$ cat src/rtl/fpmul_seq.sv
// Sequential fp32 multiplier: radix-2 shift-add mantissa core on adder24,
// exponent on adder10, RNE rounding, flush-to-zero, 26-cycle fixed latency.
module cla_adder #(
  parameter int W = 24
) (
  input  logic [W-1:0] a_i,
  input  logic [W-1:0] b_i,
  input  logic         cin_i,
  output logic [W-1:0] s_o,
  output logic         cout_o
);
  logic [W-1:0] g;
  logic [W-1:0] p;
  logic [W:0]   c;

  assign g = a_i & b_i;
  assign p = a_i ^ b_i;

  always_comb begin
    c    = '0;
    c[0] = cin_i;
    for (int i = 0; i < W; i++) begin
      c[i+1] = g[i] | (p[i] & c[i]);
    end
  end

  assign s_o    = p ^ c[W-1:0];
  assign cout_o = c[W];
endmodule

module adder24 (
  input  logic [23:0] a_i,
  input  logic [23:0] b_i,
  input  logic        cin_i,
  output logic [23:0] s_o,
  output logic        cout_o
);
  cla_adder #(.W(24)) u_cla (
    .a_i(a_i), .b_i(b_i), .cin_i(cin_i),
    .s_o(s_o), .cout_o(cout_o)
  );
endmodule

module adder10 (
  input  logic [9:0] a_i,
  input  logic [9:0] b_i,
  input  logic       cin_i,
  output logic [9:0] s_o,
  output logic       cout_o
);
  cla_adder #(.W(10)) u_cla (
    .a_i(a_i), .b_i(b_i), .cin_i(cin_i),
    .s_o(s_o), .cout_o(cout_o)
  );
endmodule

module fpmul_seq (
  input  logic        clk,
  input  logic        rst,
  input  logic        start,
  input  logic [31:0] a,
  input  logic [31:0] b,
  output logic        busy,
  output logic        done,
  output logic [31:0] result,
  output logic        ovf,
  output logic        unf
);
  typedef enum logic [1:0] {
    S_IDLE, S_MUL, S_NORM, S_DONE
  } state_t;

  typedef enum logic [1:0] {
    C_NUM, C_ZERO, C_INF, C_NAN
  } cls_t;

  state_t      state_q, state_d;
  cls_t        cls_q, cls_d;
  logic [4:0]  cnt_q, cnt_d;
  logic [47:0] p_q, p_d;
  logic [23:0] ma_q, ma_d;
  logic [7:0]  eb_q, eb_d;
  logic [9:0]  e_q, e_d;
  logic        sign_q, sign_d;
  logic [31:0] res_q, res_d;
  logic        ovf_q, ovf_d;
  logic        unf_q, unf_d;

  logic [23:0] acc_s;
  logic        acc_c;
  logic [9:0]  ex_b;
  logic [9:0]  e_sum;
  logic        e_co_unused;

  adder24 u_macc (
    .a_i(p_q[47:24]), .b_i(ma_q), .cin_i(1'b0),
    .s_o(acc_s), .cout_o(acc_c)
  );

  // First MUL cycle adds eb, second adds -127.
  assign ex_b = (cnt_q == 5'd0) ? {2'b00, eb_q} : 10'h381;

  adder10 u_exp (
    .a_i(e_q), .b_i(ex_b), .cin_i(1'b0),
    .s_o(e_sum), .cout_o(e_co_unused)
  );

  logic a_nan, a_inf, a_zero;
  logic b_nan, b_inf, b_zero;

  always_comb begin
    a_zero = (a[30:23] == 8'h00);
    b_zero = (b[30:23] == 8'h00);
    a_inf  = (a[30:23] == 8'hFF) && (a[22:0] == '0);
    b_inf  = (b[30:23] == 8'hFF) && (b[22:0] == '0);
    a_nan  = (a[30:23] == 8'hFF) && (a[22:0] != '0);
    b_nan  = (b[30:23] == 8'hFF) && (b[22:0] != '0);
  end

  logic [22:0] fr;
  logic        grd;
  logic        stk;
  logic [9:0]  en;
  logic [23:0] fr_r;
  logic [9:0]  ef;
  logic [31:0] norm_res;
  logic        norm_ovf;
  logic        norm_unf;

  always_comb begin
    if (p_q[47]) begin
      fr  = p_q[46:24];
      grd = p_q[23];
      stk = |p_q[22:0];
      en  = e_q + 10'd1;
    end else begin
      fr  = p_q[45:23];
      grd = p_q[22];
      stk = |p_q[21:0];
      en  = e_q;
    end
    fr_r     = {1'b0, fr} + 24'(grd & (stk | fr[0]));
    ef       = en + 10'(fr_r[23]);
    norm_ovf = 1'b0;
    norm_unf = 1'b0;
    norm_res = {sign_q, ef[7:0], fr_r[22:0]};
    if ($signed(ef) >= 10'sd255) begin
      norm_res = {sign_q, 8'hFF, 23'b0};
      norm_ovf = 1'b1;
    end else if ($signed(ef) <= 10'sd0) begin
      norm_res = {sign_q, 31'b0};
      norm_unf = 1'b1;
    end
    unique case (cls_q)
      C_NAN: begin
        norm_res = 32'h7FC00000;
        norm_ovf = 1'b0;
        norm_unf = 1'b0;
      end
      C_INF: begin
        norm_res = {sign_q, 8'hFF, 23'b0};
        norm_ovf = 1'b0;
        norm_unf = 1'b0;
      end
      C_ZERO: begin
        norm_res = {sign_q, 31'b0};
        norm_ovf = 1'b0;
        norm_unf = 1'b0;
      end
      default: ;
    endcase
  end

  always_comb begin
    state_d = state_q;
    cls_d   = cls_q;
    cnt_d   = cnt_q;
    p_d     = p_q;
    ma_d    = ma_q;
    eb_d    = eb_q;
    e_d     = e_q;
    sign_d  = sign_q;
    res_d   = res_q;
    ovf_d   = ovf_q;
    unf_d   = unf_q;
    unique case (state_q)
      S_IDLE: begin
        if (start) begin
          state_d = S_MUL;
          cnt_d   = 5'd0;
          sign_d  = a[31] ^ b[31];
          ma_d    = {1'b1, a[22:0]};
          p_d     = {24'b0, 1'b1, b[22:0]};
          e_d     = {2'b00, a[30:23]};
          eb_d    = b[30:23];
          ovf_d   = 1'b0;
          unf_d   = 1'b0;
          if (a_nan || b_nan || (a_inf && b_zero) || (a_zero && b_inf))
            cls_d = C_NAN;
          else if (a_inf || b_inf)
            cls_d = C_INF;
          else if (a_zero || b_zero)
            cls_d = C_ZERO;
          else
            cls_d = C_NUM;
        end
      end
      S_MUL: begin
        if (p_q[0])
          p_d = {acc_c, acc_s, p_q[23:1]};
        else
          p_d = {1'b0, p_q[47:24], p_q[23:1]};
        if (cnt_q < 5'd2)
          e_d = e_sum;
        if (cnt_q == 5'd23) begin
          cnt_d   = 5'd0;
          state_d = S_NORM;
        end else begin
          cnt_d = cnt_q + 5'd1;
        end
      end
      S_NORM: begin
        res_d   = norm_res;
        ovf_d   = norm_ovf;
        unf_d   = norm_unf;
        state_d = S_DONE;
      end
      S_DONE: state_d = S_IDLE;
      default: state_d = S_IDLE;
    endcase
  end

  always_ff @(posedge clk) begin
    if (rst) begin
      state_q <= S_IDLE;
      cls_q   <= C_NUM;
      cnt_q   <= '0;
      p_q     <= '0;
      ma_q    <= '0;
      eb_q    <= '0;
      e_q     <= '0;
      sign_q  <= 1'b0;
      res_q   <= '0;
      ovf_q   <= 1'b0;
      unf_q   <= 1'b0;
    end else begin
      state_q <= state_d;
      cls_q   <= cls_d;
      cnt_q   <= cnt_d;
      p_q     <= p_d;
      ma_q    <= ma_d;
      eb_q    <= eb_d;
      e_q     <= e_d;
      sign_q  <= sign_d;
      res_q   <= res_d;
      ovf_q   <= ovf_d;
      unf_q   <= unf_d;
    end
  end

  assign busy   = (state_q == S_MUL) || (state_q == S_NORM);
  assign done   = (state_q == S_DONE);
  assign result = res_q;
  assign ovf    = ovf_q;
  assign unf    = unf_q;
endmodule

$ cat config.mk
export PLATFORM = sky130hd
export DESIGN_NAME = fpmul_seq
export DESIGN_NICKNAME = d
export VERILOG_FILES = /design/src/rtl/fpmul_seq.sv
export SDC_FILE = /design/constraint.sdc
export NUM_CORES = 1
export LEC_CHECK = 0
export CAP_MARGIN = 10
export CORE_ASPECT_RATIO = 1.2
export CORE_UTILIZATION = 50
export CTS_BUF_LIST = sky130_fd_sc_hd__clkbuf_2 sky130_fd_sc_hd__clkbuf_4 sky130_fd_sc_hd__clkbuf_8
export CTS_CLUSTER_DIAMETER = 30
export CTS_CLUSTER_SIZE = 10
export DETAILED_ROUTE_END_ITERATION = 6
export GPL_ROUTABILITY_DRIVEN = 0
export PLACE_DENSITY = 0.82
export SYNTH_ARGS = -nofsm -noshare
export SYNTH_HDL_FRONTEND = slang
export SYNTH_SLANG_ARGS = --single-unit
$ cat constraint.sdc
create_clock -name clk -period 8.5 [get_ports clk]
set_input_delay 2.55 -clock clk [delete_from_list [all_inputs] [get_ports clk]]
set_output_delay 2.55 -clock clk [all_outputs]
set_load 0.005 [all_outputs]
Yosys cells after proc, flatten, opt, wreduce, memory -nomap -nowiden
Cells that the tools add are included.

storage, ports and cells
  bits in registers = 134
  input bits = 67

operators by class
  bitwise gates (word level) = 71
  reductions and logical operators = 30
  add/subtract/negate cells = 4
  equal/unequal tests = 12
  multiplexer cells = 31
  magnitude comparators = 3

operators by type and width
  operator                 number
  $mux W48                 2
  $pmux W32 S3             1
  $pmux W48 S2             1
  $mux W31                 2
  $xor A24 B24 Y24         2
  $logic_not A23 Y1        2
  $reduce_bool A23 Y1      2
  $mux W10                 4
  $and A1 B1 Y1            32
  $or A1 B1 Y1             32
  $add A23 B1 Y24          1
  $and A24 B24 Y24         1
  $mux W23                 1
  $reduce_or A23 Y1        1
  $reduce_or A22 Y1        1
  $pmux W10 S2             1
  $xor A10 B10 Y10         2
  $eq A8 B8 Y1 const B     2
  $logic_not A8 Y1         2
  $add A10 B1 Y10          1
  $add A10 B1 Y10 const B  1
  $ge A10 B9 Y1 const B    1
  $le A10 B1 Y1 const B    1
  $mux W5                  2
  21 further kinds         53

Logic depth before layout (Yosys ltp)
Gate-level depths: netlist of the first run.

  word-level depth = 49
  depth in mapped cells = 28
  mapped depth without buffers = 28

Cells and area by module
From an unflattened synthesis of the first run, not the netlist that was laid out.

second synthesis, totals
  cell total of the unflattened synthesis = 1003
  area, all modules = 8449.4 um2

by module, submodules not included
  module                     times used  area an instance (um2)  cells an instance
  fpmul_seq                  1           7693.6                  949
  cla_adder at u_macc.u_cla  1           518.0                   34
  cla_adder at u_exp.u_cla   1           237.7                   20

Worst setup path before layout of the first run
OpenSTA, ideal clock, no wires.

  kind = reg-to-reg
  start = reg p_q[24]
  end = reg p_q[46]
  period minus slack after synthesis = 8.510 ns
  data arrival time = 8.445 ns
  setup time = 0.065 ns
  setup slack = -0.010 ns
  data required time = 8.435 ns
  stages on the path, launching flop included = 29
  cells stage by stage = dfxtp_1 ha_1 fa_1 fa_1 fa_1 fa_1 fa_1 fa_1 inv_1 fa_1 fa_1 fa_1 fa_1 fa_1 fa_1 fa_1 fa_1 fa_1 fa_1 fa_1 fa_1 fa_1 fa_1 fa_1 fa_1 fa_1 a211oi_1 a21oi_1 nor2_1

on the way
  cells in the longest elaborated chain, start to end = 48

RTL lines
  element                   line  text
  start: declaration        80    logic [47:0] p_q, p_d;
  start signal: assignment  250   p_q <= p_d;
  $and A24 B24 Y24          16    assign g = a_i & b_i;
  $and A1 B1 Y1             23    c[i+1] = g[i] | (p[i] & c[i]);
  $or A1 B1 Y1              23
  $and A1 B1 Y1             23
  $or A1 B1 Y1              23
  $and A1 B1 Y1             23
  $or A1 B1 Y1              23
  $and A1 B1 Y1             23
  (+32 left out)            --
  $or A1 B1 Y1              23
  $and A1 B1 Y1             23
  $or A1 B1 Y1              23
  $and A1 B1 Y1             23
  $or A1 B1 Y1              23
  $xor A24 B24 Y24          27    assign s_o = p ^ c[W-1:0];
  $mux W48                  209   if (p_q[0])
  $pmux W48 S2              186   unique case (state_q)

Every way passes these cells.
A chain may end at the register's enable or synchronous reset.

Final worst setup path of the first run
  start = reg ma_q[0]
  end = reg p_q[46]

on the way
  cells in the longest elaborated chain, start to end = 48

RTL lines
  element                   line  text
  start: declaration        81    logic [23:0] ma_q, ma_d;
  start signal: assignment  251   ma_q <= ma_d;
  $and A24 B24 Y24          16
  $and A1 B1 Y1             23
  $or A1 B1 Y1              23
  $and A1 B1 Y1             23
  $or A1 B1 Y1              23
  $and A1 B1 Y1             23
  $or A1 B1 Y1              23
  $and A1 B1 Y1             23
  (+32 left out)            --
  $or A1 B1 Y1              23
  $and A1 B1 Y1             23
  $or A1 B1 Y1              23
  $and A1 B1 Y1             23
  $or A1 B1 Y1              23
  $xor A24 B24 Y24          27
  $mux W48                  209
  $pmux W48 S2              186

Every way passes these cells.

==> flow_metrics.py, run 1 <==
metrics = {
    "global_routing": {
        "grt_pass1_vias": 6792,
        "grt_max_degree": 103,
        "grt_pass1_wl_um": 32700,
        "grt-ovfl-total": 0,
        "antenna_found_initial": 0,
        "grtUsageTotal_pct": 23.7,
    },
    "synth": {
        "synth_cell_types": 86,
        "syn_inst": 996,
        "syn_area_um2": 8320,
        "synth_top_family_by_area": "compound AO/OA/AOI/OAI gates",
        "async_flop_share_pct": 0,
        "ys_seq_area_share_pct": 32.2,
        "yosysTopAreaCell": "dfxtp_1",
        "avgSynthCellArea_um2": 8.35,
        "synthAdderAreaFrac_pct": 9.26,
        "synthXorXnorAreaFrac_pct": 2.20,
        "synth_seq_cells": 134,
        "synth_warnings": 0,
        "synth_edf_count": 0,
        "syn_nets": 1106,
        "ys.flop_type": "dfxtp_1",
        "muxShareOfSynthArea_pct": 5.61,
        "synth-simple-area-share_pct": 21.4,
        "synth_top_area_share_pct": 32.2,
        "ys_top_cells_by_area": "dfxtp_1 (32%), fa_1 (7.5%), nand2_1 (5.5%)",
        "synth_compound_gate_area_share_pct": 23.1,
    },
    "clock_network": {
        "clk_latency_ns": 0.46,
        "numCtsBuffers": 17,
        "cts-root-buf": "clkbuf_8",
        "clock_path_buffers": 2,
        "htree_levels": 4,
        "cts_tree": "built",
        "clk_pin_slew_ns": 0.08,
        "cts.sinks": 134,
        "postCtsSetupRepairBufs": 0,
    },
    "critical_path": {
        "crit_fanout": 2,
        "worstSetupEndpointType": "flip-flop",
        "crit_start": "ma_q[0]",
        "reg2reg_depth": 28,
        "r2r-start": "ma_q[0]",
        "crit_top_cell": "fa_2",
        "reg2reg_slack_ns": 0.25,
        "crit_family": "adder cells",
        "worstSetupStartpointType": "flip-flop",
        "crit_slowest_cell": "fa_1",
        "crit_type": "flip-flop to flip-flop",
        "endpoint": "p_q[46]",
        "crit_path_max_incr_delay_ns": 0.50,
        "critical_path_required_ns": 8.80,
        "reg2reg_to": "p_q[46]",
        "path_depth": 28,
        "critPathBufInv": 1,
        "arrival_ns": 8.55,
    },
    "floorplan": {
        "start_util_pct": 51.1,
        "die_w_um": 120,
        "row_count": 51,
        "dieArea_um2": 17200,
        "die_y_um": 143,
        "io_pins": 103,
        "core_area_um2": 16300,
    },
    "drt": {
        "via_count": 7545,
        "vias_per_cell": 5.85,
        "dr.pass1.iters": 5,
        "ant_nets": 0,
        "detail_route.wl_per_cell_um": 15.5,
        "wl_um": 20000,
        "drc": 0,
        "drt-initial-drc-count": 589,
    },
    "placement": {
        "dp_hpwl_um": 14500,
        "port_buffers": 102,
        "pre_cts_slack_ns": -0.278,
        "place_area_um2": 9420,
    },
    "finish": {
        "mostFrequentLayoutCells": "dfxtp_1 (132), nand2_1 (121), nor2_1 (115)",
        "area_delta_synth_final_pct": 19.3,
        "fin_area_um2": 9920,
        "final_common_cell": "dfxtp_1",
        "drive_above_1_share_pct": 11.3,
        "antenna_cells": 0,
        "nets": 1174,
    },
    "sta": {
        "setup_ws_ns": 0.249,
        "slew_viol_final": 0,
        "finalClockSkew_ns": 0.0109,
        "min_period_ns": 8.25,
        "hold_violations": 0,
        "fin_crit_sh_pct": 97.1,
        "max_freq_ghz": 0.121,
        "maxSlewHeadroom_pct": 29.9,
        "worst_pin_slew_ns": 1.05,
        "rsz0062_at_grt": "false",
        "finalSetupViolations": 0,
    },
    "pwr": {
        "leakage_nw": 3.38,
        "seqPwrFrac_pct": 36.5,
        "clkPwrFrac_pct": 23.1,
        "sw_frac_of_total_pct": 40.5,
        "switching_power_mw": 1.01,
        "ir_worst_vdd_uv": 140,
        "power_frac_comb_pct": 40.4,
        "power_density_nw_per_um2": 252,
        "p_int_mw": 1.49,
    },
    "status": {
        "status": "completed",
    },
    "worst_hold_path": {
        "hold_class": "flip-flop to flip-flop",
        "hold_depth": 2,
    },
    "job": {
        "cap_violations": 0,
    },
}
layout make-up:
class                           instances  area, um2
Clock inverter                         11        148
Timing Repair Buffer                  119       1150
Clock buffer                           21        289
Multi-Input combinational cell        738       5180
Sequential cell                       134       2690
Fill cell                            1351       6350
Inverter                               54        203
Tap cell                              212        265
routing by layer:
layer	part of all wire, %	track usage, %
met4	2.0	8.75
met2	47	39.1
met1	45	31.3
met3	5.4	3.93
met5	0	0
cells in the mapped netlist, types with 11 or more instances:
cell,count
dfxtp_1,134
nand2_1,121
nor2_1,115
a21oi_1,83
a211oi_1,58
inv_1,53
clkbuf_1,49
mux2i_1,41
fa_1,31
nor4_1,22
o31ai_2,20
nand3_1,19
o21ai_0,16
nor3_1,15
ha_1,12
nand4_1,11
how the worst min path moves through the flow:
| stage | startpoint | endpoint | slack (ns) |
|---|---|---|---|
| 2_1_floorplan | eb_q[0] | eb_q[0] | 0.43 |
| 3_3_place_gp | eb_q[5] | eb_q[5] | 0.44 |
| 3_5_place_dp | eb_q[5] | eb_q[5] | 0.45 |
| 4_1_cts | eb_q[5] | eb_q[5] | 0.46 |
| 5_1_grt | ma_q[19] | ma_q[19] | 0.47 |
| 6_report | eb_q[5] | eb_q[5] | 0.45 |
cells by family (layout without fill, tap and decap cells):
| logic type | after synthesis | after routing |
|---|---|---|
| DFF | 134 | 134 |
| AOI/OAI and AO/OA | 258 | 258 |
| adders and majority gates | 43 | 43 |
| xor gates and xnor gates | 20 | 20 |
| and+or+nand+nor | 371 | 371 |
| muxes | 46 | 46 |
| buffers and inverters | 124 | 205 |
flip-flops by register name (all words and copies together) (netlist names):
register / flops
ma_q: 24
ovf: 1
cls_q: 2
p_q: 48
state_q: 2
cnt_q: 5
eb_q: 8
unf: 1
sign_q: 1
e_q: 10
result: 32
power groups by stage:
| stage | logic [mW] | registers [mW] | clock network [mW] |
|---|---|---|---|
| 2_1_floorplan | 0.801 | 0.859 | 0 |
| 3_3_place_gp | 0.964 | 0.921 | 0 |
| 3_5_place_dp | 0.994 | 0.926 | 0 |
| 4_1_cts | 1.00 | 0.911 | 0.583 |
| 5_1_grt | 1.12 | 0.937 | 0.611 |
| 6_report | 1.01 | 0.914 | 0.577 |
per-stage QoR:
| stage | hold slack [ns] | total power [mW] | utilization [%] | std cells | setup TNS, ns |
|---|---|---|---|---|---|
| after floorplan | 0.431 | 1.66 | - | 996 | 0 |
| after global placement | 0.438 | 1.88 | 57.9 | 1256 | -0.405 |
| after CTS | 0.456 | 2.49 | 60.7 | 1288 | 0 |
| after detailed placement | 0.445 | 1.92 | 57.9 | 1256 | -0.457 |
| final | 0.453 | 2.50 | 61.0 | 1289 | 0 |
| after global routing | 0.474 | 2.67 | 61.0 | 1289 | 0 |
worst reg2reg max path, delay by kind of cell (launching register included):
family                     cells  cell delay, ns
AOI/OAI and AO/OA              2            0.24
adders and majority gates     24            7.42
and+or+nand+nor                1            0.05
DFF                            1            0.34
buffers and inverters          1            0.05
repair_timing:
| item | CTS | global route |
|---|---|---|
| hold buffers | 0 | 0 |
| endpoints found under the hold margin | 0 | 0 |
| resized for setup | 10 | 10 |
| gates cloned | 0 | 0 |
| setup endpoints to repair | 2 | 2 |
(Power assumes the default switching activity.)
==> run 2, diff against run 1 <==
--- a/config.mk
+++ b/config.mk
@@ -5,7 +5,6 @@
 export SDC_FILE = /design/constraint.sdc
 export NUM_CORES = 1
 export LEC_CHECK = 0
-export CAP_MARGIN = 10
 export CORE_ASPECT_RATIO = 1.2
 export CORE_UTILIZATION = 50
 export CTS_BUF_LIST = sky130_fd_sc_hd__clkbuf_2 sky130_fd_sc_hd__clkbuf_4 sky130_fd_sc_hd__clkbuf_8
@@ -13,6 +12,7 @@
 export CTS_CLUSTER_SIZE = 10
 export DETAILED_ROUTE_END_ITERATION = 6
 export GPL_ROUTABILITY_DRIVEN = 0
+export MAX_ROUTING_LAYER = met4
 export PLACE_DENSITY = 0.82
 export SYNTH_ARGS = -nofsm -noshare
 export SYNTH_HDL_FRONTEND = slang
==> flow_metrics.py, run 2 (synthesized netlist as in run 1, its figures left out) <==
metrics = {
    "floorplan": {
        "die_w_um": 120,
        "row_count": 51,
        "io_pins": 103,
        "start_util_pct": 51.1,
        "dieArea_um2": 17200,
        "core_area_um2": 16300,
        "die_y_um": 143,
    },
    "clock_network": {
        "clk_latency_ns": 0.46,
        "cts.sinks": 134,
        "postCtsSetupRepairBufs": 0,
        "htree_levels": 4,
        "numCtsBuffers": 17,
        "clk_pin_slew_ns": 0.08,
        "cts-root-buf": "clkbuf_8",
        "cts_tree": "built",
        "clock_path_buffers": 2,
        "cts_resized": 10,
        "cts_hold_buf": 0,
    },
    "sta": {
        "worst_pin_slew_ns": 1.27,
        "finalSetupViolations": 0,
        "slew_viol_final": 0,
        "maxSlewHeadroom_pct": 14.9,
        "hold_violations": 0,
        "min_period_ns": 8.25,
        "rsz0062_at_grt": "false",
        "max_freq_ghz": 0.121,
        "finalClockSkew_ns": 0.0107,
        "setup_ws_ns": 0.251,
        "setup-tns-final_ns": 0,
        "fin_crit_sh_pct": 97.0,
    },
    "placement": {
        "dp_hpwl_um": 14500,
        "pre_cts_slack_ns": -0.278,
        "port_buffers": 102,
        "place_area_um2": 9420,
    },
    "critical_path": {
        "crit_top_cell": "fa_2",
        "crit_path_max_incr_delay_ns": 0.50,
        "r2r-start": "ma_q[0]",
        "crit_type": "flip-flop to flip-flop",
        "worstSetupStartpointType": "flip-flop",
        "worstSetupEndpointType": "flip-flop",
        "crit_slowest_cell": "fa_1",
        "arrival_ns": 8.55,
        "reg2reg_to": "p_q[46]",
        "critical_path_required_ns": 8.81,
        "reg2reg_depth": 28,
        "reg2reg_slack_ns": 0.25,
        "crit_fanout": 2,
    },
    "drt": {
        "dr.pass1.iters": 5,
        "drc": 0,
        "vias_per_cell": 5.82,
        "drt-initial-drc-count": 619,
        "detail_route.wl_per_cell_um": 15.5,
        "via_count": 7498,
        "wl_um": 19900,
        "ant_nets": 0,
    },
    "pwr": {
        "power_density_nw_per_um2": 252,
        "power_frac_comb_pct": 40.3,
        "p_int_mw": 1.49,
        "ir_worst_vdd_uv": 139,
        "fin_total_pwr_mw": 2.50,
        "leakage_nw": 3.38,
        "switching_power_mw": 1.01,
        "sw_frac_of_total_pct": 40.5,
        "clkPwrFrac_pct": 23.1,
        "seqPwrFrac_pct": 36.6,
    },
    "finish": {
        "largest_register": "p_q",
        "nets": 1173,
        "largest_register_ff_count": 48,
        "mostFrequentLayoutCells": "dfxtp_1 (132), nand2_1 (121), nor2_1 (115)",
        "area_delta_synth_final_pct": 19.1,
        "fin_area_um2": 9910,
        "final_common_cell": "dfxtp_1",
        "antenna_cells": 0,
        "utilization_pct": 60.9,
        "drive_above_1_share_pct": 11.2,
    },
    "global_routing": {
        "grtUsageTotal_pct": 24.5,
        "antenna_found_initial": 0,
        "grt_pass1_wl_um": 32700,
        "grt_pass1_vias": 6786,
        "grt-ovfl-total": 0,
        "grt_max_degree": 103,
    },
    "worst_hold_path": {
        "hold_class": "flip-flop to flip-flop",
        "hp-start": "eb_q[5]",
        "min_to": "eb_q[5]",
        "hold_depth": 2,
    },
    "job": {
        "cap_violations": 0,
    },
    "status": {
        "status": "completed",
    },
}
==> run 2: worst max path at each step <==
stage	from	end
after floorplan	p_q[24]	p_q[46]
after global placement	ma_q[0]	p_q[46]
after detailed placement	ma_q[0]	p_q[46]
after CTS	ma_q[0]	p_q[46]
after global routing	ma_q[0]	p_q[46]
final	ma_q[0]	p_q[46]
==> run 2: power groups by stage <==
stage	clock network (mW)	registers, mW	logic, mW
after global placement	0	0.921	0.964
after floorplan	0	0.859	0.801
after CTS	0.583	0.911	1.00
final	0.576	0.914	1.01
after global routing	0.612	0.937	1.12
after detailed placement	0	0.926	0.994
==> run 2: routing by layer <==
metal | GRT usage, % | part of all wire (%) | vias to the layer above | wire length [um]
li1 | - | - | 3698 | -
met5 | - | 0 | - | 0
met3 | 3.89 | 4.6 | 35 | 909
met2 | 39.2 | 47 | 213 | 9430
met1 | 31.3 | 46 | 3552 | 9160
met4 | 8.75 | 2.1 | 0 | 411
==> run 2: area by class of cell <==
cell class                 instances  area (um2)
clock buffer                      21         289
timing repair buffer             118        1140
multi-input combinational        738        5180
clock inverter                    11         148
fill                            1353        6360
inverter                          54         203
tap                              212         265
sequential                       134        2690
==> run 2: stage by stage <==
stage / std cells / hold slack (ns)
after detailed placement: 1256 / 0.445
after global placement: 1256 / 0.438
final: 1288 / 0.452
after CTS: 1288 / 0.456
after floorplan: 996 / 0.431
after global routing: 1288 / 0.474
==> run 2: critical path, delay by kind of cell, from the launching register on <==
kind	cells	cell delay (ns)
DFF	1	0.34
and+or+nand+nor	1	0.05
buffers and inverters	1	0.05
AOI/OAI and AO/OA	2	0.24
adders and majority gates	24	7.42
